[src/rtl/lfsr_pkg.sv]
// ============================================================================
// Module      : lfsr_pkg
// Description : Shared FSM state type and LFSR constants for the BIST controller.
// Revision    : 1.0 - initial release
// ============================================================================
`default_nettype none

package lfsr_pkg;

    typedef enum logic [2:0] {
        ST_IDLE    = 3'd0,
        ST_SEED    = 3'd1,
        ST_RUN     = 3'd2,
        ST_COMPARE = 3'd3,
        ST_DONE    = 3'd4
    } state_t;

    // Second feedback tap; the first tap is always the MSB.
    localparam int C_TAP_IDX = 6;

    // Widest supported LFSR; users slice the low WIDTH bits.
    localparam int                   C_MAX_WIDTH   = 64;
    localparam logic [C_MAX_WIDTH-1:0] C_LOCKUP_SEED = '1;

endpackage

`default_nettype wire

[src/rtl/lfsr_load.sv]
// ============================================================================
// Module      : lfsr_load
// Description : Loadable Fibonacci LFSR; an all-zero seed is replaced by all-ones.
// Revision    : 1.0 - initial release
// ============================================================================
`default_nettype none

module lfsr_load
    import lfsr_pkg::*;
#(
    parameter int WIDTH = 10
) (
    input  logic             clk,
    input  logic             rst,
    input  logic             load_i,
    input  logic             step_i,
    input  logic [WIDTH-1:0] seed_i,
    output logic [WIDTH-1:0] next_o
);

    generate
        if (WIDTH < 8 || WIDTH > C_MAX_WIDTH) begin : g_width_check
            $error("lfsr_load: WIDTH out of supported range");
        end
    endgenerate

    logic [WIDTH-1:0] lfsr_q;
    logic [WIDTH-1:0] lfsr_d;
    logic [WIDTH-1:0] seed_eff;

    always_comb begin
        seed_eff = (seed_i == '0) ? C_LOCKUP_SEED[WIDTH-1:0] : seed_i;
        lfsr_d   = lfsr_q;
        if (load_i) begin
            lfsr_d = seed_eff;
        end else if (step_i) begin
            lfsr_d = {lfsr_q[WIDTH-2:0], lfsr_q[WIDTH-1] ^ lfsr_q[C_TAP_IDX]};
        end
    end

    always_ff @(posedge clk or posedge rst) begin
        if (rst) begin
            lfsr_q <= C_LOCKUP_SEED[WIDTH-1:0];
        end else begin
            lfsr_q <= lfsr_d;
        end
    end

    // Exposing the next value lets the controller register the pattern in step with the LFSR.
    assign next_o = lfsr_d;

endmodule

`default_nettype wire

[src/rtl/lfsr_bist_ctrl.sv]
// ============================================================================
// Module      : lfsr_bist_ctrl
// Description : LFSR pattern BIST controller with MISR signature compaction.
// Revision    : 1.0 - initial release
// ============================================================================
`default_nettype none

module lfsr_bist_ctrl
    import lfsr_pkg::*;
#(
    parameter int WIDTH = 10,
    parameter int CNT_W = 16
) (
    input  logic             clk,
    input  logic             rst,
    input  logic             start,
    input  logic             abort,
    input  logic [WIDTH-1:0] seed,
    input  logic [CNT_W-1:0] num_patterns,
    input  logic [WIDTH-1:0] resp,
    input  logic [WIDTH-1:0] golden,
    output logic [WIDTH-1:0] pattern,
    output logic             pattern_valid,
    output logic             busy,
    output logic             done,
    output logic             pass,
    output logic [WIDTH-1:0] signature
);

    state_t           state_q;
    logic [WIDTH-1:0] seed_q;
    logic [CNT_W-1:0] npat_q;
    logic [CNT_W-1:0] cnt_q;
    logic [WIDTH-1:0] misr_q;
    logic [WIDTH-1:0] misr_d;
    logic [WIDTH-1:0] pattern_q;
    logic             pattern_valid_q;
    logic             busy_q;
    logic             done_q;
    logic             pass_q;
    logic [WIDTH-1:0] signature_q;
    logic [WIDTH-1:0] lfsr_next;
    logic             lfsr_load_en;
    logic             lfsr_step_en;

    assign lfsr_load_en = (state_q == ST_SEED);
    assign lfsr_step_en = (state_q == ST_RUN);

    lfsr_load #(
        .WIDTH (WIDTH)
    ) u_lfsr (
        .clk    (clk),
        .rst    (rst),
        .load_i (lfsr_load_en),
        .step_i (lfsr_step_en),
        .seed_i (seed_q),
        .next_o (lfsr_next)
    );

    always_comb begin
        misr_d = {misr_q[WIDTH-2:0], misr_q[WIDTH-1] ^ misr_q[C_TAP_IDX]} ^ resp;
    end

    always_ff @(posedge clk or posedge rst) begin
        if (rst) begin
            state_q         <= ST_IDLE;
            seed_q          <= '0;
            npat_q          <= '0;
            cnt_q           <= '0;
            misr_q          <= '0;
            pattern_q       <= C_LOCKUP_SEED[WIDTH-1:0];
            pattern_valid_q <= 1'b0;
            busy_q          <= 1'b0;
            done_q          <= 1'b0;
            pass_q          <= 1'b0;
            signature_q     <= '0;
        end else begin
            case (state_q)
                ST_IDLE: begin
                    if (start) begin
                        seed_q  <= seed;
                        npat_q  <= num_patterns;
                        state_q <= ST_SEED;
                        busy_q  <= 1'b1;
                    end
                end
                ST_SEED: begin
                    if (abort) begin
                        state_q <= ST_IDLE;
                        busy_q  <= 1'b0;
                        pass_q  <= 1'b0;
                    end else begin
                        cnt_q  <= npat_q;
                        misr_q <= '0;
                        pass_q <= 1'b0;
                        if (npat_q != '0) begin
                            state_q         <= ST_RUN;
                            pattern_valid_q <= 1'b1;
                            pattern_q       <= lfsr_next;
                        end else begin
                            state_q <= ST_COMPARE;
                        end
                    end
                end
                ST_RUN: begin
                    if (abort) begin
                        state_q         <= ST_IDLE;
                        pattern_valid_q <= 1'b0;
                        busy_q          <= 1'b0;
                        pass_q          <= 1'b0;
                    end else begin
                        misr_q <= misr_d;
                        cnt_q  <= cnt_q - 1'b1;
                        // Pattern freezes on the last RUN cycle even though the LFSR keeps stepping.
                        if (cnt_q == CNT_W'(1)) begin
                            state_q         <= ST_COMPARE;
                            pattern_valid_q <= 1'b0;
                        end else begin
                            pattern_q <= lfsr_next;
                        end
                    end
                end
                ST_COMPARE: begin
                    if (abort) begin
                        state_q <= ST_IDLE;
                        busy_q  <= 1'b0;
                        pass_q  <= 1'b0;
                    end else begin
                        signature_q <= misr_q;
                        pass_q      <= (misr_q == golden);
                        state_q     <= ST_DONE;
                        done_q      <= 1'b1;
                    end
                end
                ST_DONE: begin
                    state_q <= ST_IDLE;
                    done_q  <= 1'b0;
                    busy_q  <= 1'b0;
                end
                default: begin
                    state_q         <= ST_IDLE;
                    pattern_valid_q <= 1'b0;
                    busy_q          <= 1'b0;
                    done_q          <= 1'b0;
                end
            endcase
        end
    end

    assign pattern       = pattern_q;
    assign pattern_valid = pattern_valid_q;
    assign busy          = busy_q;
    assign done          = done_q;
    assign pass          = pass_q;
    assign signature     = signature_q;

endmodule

`default_nettype wire

[config.mk]
export PLATFORM = sky130hd
export DESIGN_NAME = lfsr_bist_ctrl
export DESIGN_NICKNAME = d
export VERILOG_FILES = /design/src/rtl/lfsr_pkg.sv /design/src/rtl/lfsr_load.sv /design/src/rtl/lfsr_bist_ctrl.sv
export SDC_FILE = /design/constraint.sdc
export NUM_CORES = 1
export LEC_CHECK = 0
export ABC_AREA = 0
export BUFFER_PORTS_ARGS = -buffer_cell sky130_fd_sc_hd__buf_2
export CAP_MARGIN = 40
export CORE_MARGIN = 2
export CORE_UTILIZATION = 25
export CTS_CLUSTER_SIZE = 8
export DETAILED_ROUTE_END_ITERATION = 8
export GPL_TIMING_DRIVEN = 0
export PLACE_DENSITY = 0.48
export SLEW_MARGIN = 30
export SYNTH_ARGS = -nofsm -noshare
export SYNTH_HDL_FRONTEND = slang
export SYNTH_SLANG_ARGS = --single-unit
[constraint.sdc]
create_clock -name clk -period 5.9 [get_ports clk]
set_input_delay 0.885 -clock clk [delete_from_list [all_inputs] [get_ports clk]]
set_output_delay 0.885 -clock clk [all_outputs]
set_load 0.01 [all_outputs]
# After elaboration in Yosys (flattened, before gate mapping)
# Index checks and enable logic that the tools add are counted.
# totals
ff_bits	89
latch_bits	0
ramBits	0
mem_bits_ro	0
in_bits	50
out_inout_bits	24
wordCells	84
mem_count	0
# classes
add_sub_neg	1
multipliers	0
div	0
n_lt_le_gt_ge	0
n_eq_ne	15
n_shift	0
muxes	33
bitwise_logic	6
reduce_logical	17
# op_table
operator	count
$mux W10	9
$pmux W10 S2	2
$mux W16	2
$pmux W16 S2	1
$eq A16 B1 Y1 const B	1
$reduce_bool A16 Y1	1
$sub A16 B1 Y16 const B	1
$mux W3	4
$ne A2 B2 Y1 const B	6
$pmux W3 S4	1
$reduce_and A2 Y1	6
$eq A10 B10 Y1	1
$logic_not A10 Y1	1
$xor A10 B10 Y10	1
$mux W1	9
$reduce_or A3 Y1	3
$eq A3 B2 Y1 const B	2
$pmux W1 S3	2
$reduce_and A5 Y1	1
$ne A2 B1 Y1 const B	2
$pmux W1 S2	2
$reduce_and A4 Y1	1
$eq A3 B1 Y1 const B	1
$eq A3 B3 Y1 const B	1
8 further kinds	11

# Depth between registers and ports, before layout
# depth
depth_word	6
depth_mapped	8

# Cells and area by module
# Synthesis repeated with hierarchy kept, for this count alone.
# unflattened
hier_cells	377
area_unflattened_um2	4316.6
# by_module_without_submodules
module	instances	cells_each	area_per_inst_um2
lfsr_bist_ctrl	1	318	3739.8
lfsr_load	1	59	576.8

# Worst setup path before layout
# OpenSTA, ideal clock, no wires.
# synth_timing
path_kind	input to register
start	input abort
end	register signature_q[0] (netlist: signature[0])
setup_time_ns	0.125
t_arrival_ns	2.122
required_time_ns	5.775
slack_ns	3.653
stages	4
path_cell_list	clkbuf_1 > nor3_1 > clkbuf_1 > mux2_2
# synth_between
elab_chain_len	2
# synth_rtl
element	line	source
start, declared	lfsr_bist_ctrl.sv:17	input logic abort,
$not A1 Y1 (no source line)	-	
$reduce_and A2 Y1 (no source line)	-	
end signal, assigned	lfsr_bist_ctrl.sv:129	signature_q <= misr_q;
end, declared	lfsr_bist_ctrl.sv:41	logic [WIDTH-1:0] signature_q;
# Every way passes these cells.
# A chain may end at the register's enable or synchronous reset.

# Worst setup path after layout
# layout_timing
start	register cnt_q[1]
end	register pattern_valid_q (netlist: pattern_valid)
# layout_between
elab_chain_len	3
# layout_rtl
element	line	source
start, declared	lfsr_bist_ctrl.sv:33	logic [CNT_W-1:0] cnt_q;
start signal, assigned	lfsr_bist_ctrl.sv:93	cnt_q <= npat_q;
start signal, assigned	lfsr_bist_ctrl.sv:113	cnt_q <= cnt_q - 1'b1;
$eq A16 B1 Y1	lfsr_bist_ctrl.sv:115	if (cnt_q == CNT_W'(1)) begin
$ne A3 B2 Y1 (no source line)	-	
$reduce_and A4 Y1 (no source line)	-	
end signal, assigned	lfsr_bist_ctrl.sv:108	pattern_valid_q <= 1'b0;
end signal, assigned	lfsr_bist_ctrl.sv:117	pattern_valid_q <= 1'b0;
end signal, assigned	lfsr_bist_ctrl.sv:142	pattern_valid_q <= 1'b0;
end, declared	lfsr_bist_ctrl.sv:37	logic pattern_valid_q;
# Every way passes these cells.

==> flow_summary.yaml <==
yosys:
  yosysWarningCount: 0
  syn-num-nets: 442
  synth_top_family_by_area: "compound AO/OA/AOI/OAI gates"
  ys_ff_latch: 89
  synthCells: 390
  synth-compound-area-share_pct: 13.8
  syn_area_per_cell_sq_um: 11.0
  synth_cell_types: 53
  synth_area_leaders: "dfrtp_1, dfstp_2, mux2_2"
  muxShareOfSynthArea_pct: 12.3
  synthXorXnorAreaFrac_pct: 4.48
  synth-seq-area-share_pct: 52.4
  netlist_area_sq_um: 4300
  synthAdderAreaFrac_pct: 0.582
  yosys.area.top_type_share_pct: 40.2
  yosys.area_share.simple_pct: 13.6
  synth_largest_area_cell: "dfrtp_1"
power_and_ir_drop:
  p_seq_share_pct: 43.5
  intPower_uw: 1710
  p_comb_share_pct: 36.8
  vdd_drop_max_mv: 0.174
  power.total_uw: 2720
  p_clk_share_pct: 19.7
  p_sw_uw: 1010
  powerDensity_nw_per_um2: 519
  leakagePower_uw: 0.00223
  switching_share_pct: 37.0
timing:
  relSlewSlack_pct: 55.6
  fin_crit_sh_pct: 39.8
  rsz0062_at_grt: "false"
  clock_skew_ns: 0.00939
  tns_ns: 0
  fmax_mhz: 426
  tightest_slew_ns: 0.659
  setup_viol: 0
  drv_slew: 0
  hold_viol_final: 0
  layout_min_cycle_time_ns: 2.35
  holdWs_ns: 0.473
  setup_slack_ns: 3.55
finish:
  fillers: 1736
  n_antenna_cell: 0
  nNetsFinal: 526
  final_util_pct: 31.4
  syn_to_final_growth_pct: 21.9
  final_cell_mix: "buf_2, dfrtp_1, mux2_2"
  drive_gt1_share_pct: 33.6
  final_common_cell: "buf_2"
placement:
  portBuffers: 72
  place.gp.congestion: 0.813
  place_worst_setup_slack_ns: 3.19
  hpwl_mm: 8.33
global_route:
  antenna_found_initial: 0
  grt_pass1_vias: 3437
  grt_pass1_wl_mm: 18.2
  grt_usage_pct: 12.9
  grt_max_degree: 46
  grt_overflow_total: 0
worst_setup_path:
  critPathKind: "register to register"
  worstPathMaxFanout: 4
  end_kind: "register"
  required_ns: 6.13
  crit_path_start_kind: "register"
  cp.arrival_ns: 2.58
drt:
  drtPass1Iterations: 4
  routed_wl_mm: 11.0
  drtIter0Drc: 204
  vias: 3310
  wl_per_cell_microns: 15.8
  final_antenna_net_count: 0
  vias_per_cell: 4.74
  drc: 0
die:
  rows: 47
  die_y_microns: 135
  start_util_pct: 25.7
  core_area_sq_um: 16700
  ioPinCount: 74
  fp.dieArea_sq_um: 18300
  dieWidth_microns: 135
clocking:
  cts_resized: 0
  htreeDepth: 3
  ctsHoldBuffers: 0
  cts_buffers: 9
  insertion_delay_ns: 0.35
  clkTransAtPathRegs_ns: 0.06
  clockBufferDepth: 2
  clock_sinks: 89
  tritoncts: "done"
  postCtsSetupBuffers: 0
  clk_root_buffer_cell: "clkbuf_16"
worst_hold_path:
  hold_class: "register to register"
run_status:
  status: "completed"
flow_run:
  cap_viol_max_count: 0
[layout make-up]
type / count / area [sq um] / area share (%)
multi-input combinational: 273 / 1930 / 36.8
tap: 220 / 275 / 5.25
buffer: 23 / 100 / 1.91
timing repair buffer: 73 / 388 / 7.40
sequential: 89 / 2250 / 43.0
inverter: 5 / 23.8 / 0.454
clock buffer: 16 / 272 / 5.18
[critical path: stages (launching register included)]
cell and delay, ns:
dfrtp_1 0.40, inv_1 0.12, ha_1 0.17, or4b_2 0.63
nor4_4 0.24, nor3_1 0.12, nor3_2 0.21, mux2_1 0.33
[Yosys cell counts, drive strengths merged]
cell type and count:
o211ai 1, xnor2 16, a31oi 11, dfrtp 69, nand2b 1, clkbuf 18, or3 1, a21o 1
o21a 1, mux2 47, a211oi 1, nand3 11, and3 10, nand3b 1, ha 2, a21oi 19
o2bb2ai 2, clkinv 1, nor2 18, buf 5, a2111oi 1, o32ai 3, o21ai 31, or2 2
and2 1, nand4 4, a22o 2, nor3b 1, a22oi 4, dfstp 20, or4b 1, a2bb2oi 2
nor4 9, nor3 9, nand2 31, o22a 2, or4 6, o31ai 8, nor2b 2, a32oi 1
xor2 6, inv 4, o22ai 4
[sequential cells by signal, summed over array words and instances, names as in the netlist]
name,count
pattern_valid,1
busy,1
u_lfsr.lfsr_q,10
pattern,10
misr_q,10
cnt_q,16
pass,1
state_q,3
signature,10
done,1
npat_q,16
seed_q,10
[power by group through the flow]
stage,Clock (uW),Sequential (uW),Combinational [uW]
final,536,1180,1000
after global routing,576,1230,1130
after CTS,552,1190,1020
after detailed placement,0,1200,1010
after global placement,0,1190,987
after floorplan,0,1160,705
[path summary, 6_finish.rpt]
| kind | slack (ns) | start | end | depth (start not counted) |
|---|---|---|---|---|
| setup / recovery | 3.55 | cnt_q[1]$_DFFE_PP0P_ | pattern_valid$_DFFE_PP0P_ | 7 |
| hold / removal | 0.47 | done$_DFFE_PP0P_ | done$_DFFE_PP0P_ | 1 |
| setup reg to reg | 3.55 | cnt_q[1]$_DFFE_PP0P_ | pattern_valid$_DFFE_PP0P_ | 7 |
| hold reg to reg | 0.47 | done$_DFFE_PP0P_ | done$_DFFE_PP0P_ | 1 |
| max in group asynchronous | 4.73 | rst | u_lfsr.lfsr_q[1]$_DFF_PP1_ | 3 |
| min in group asynchronous | 0.57 | rst | npat_q[15]$_DFFE_PP0P_ | 2 |
[stage by stage]
step | std cells | area (sq um)
6_report | 699 | 5240
5_1_grt | 699 | 5240
4_1_cts | 699 | 5240
3_5_place_dp | 683 | 4970
3_3_place_gp | 682 | 4930
2_1_floorplan | 390 | 4300
[layer usage]
metal  vias up  part of all wire, %  global-route usage (%)
li1       1601                    -                       -
met4         0                  2.3                    6.02
met2        76                   46                    19.9
met1      1619                   47                    17.5
met3        14                  4.7                    2.58
met5         -                    0                       0
[cell families (layout without fill, tap and decap cells)]
| family | Yosys count | count (layout) |
|---|---|---|
| muxes | 47 | 47 |
| and+or+nand+nor | 108 | 108 |
| adders and majority gates | 2 | 2 |
| DFF | 89 | 89 |
| AOI/OAI and AO/OA | 94 | 94 |
| xor gates and xnor gates | 22 | 22 |
| buffers and inverters | 28 | 117 |
No activity file was read; power rests on OpenSTA's default activity.
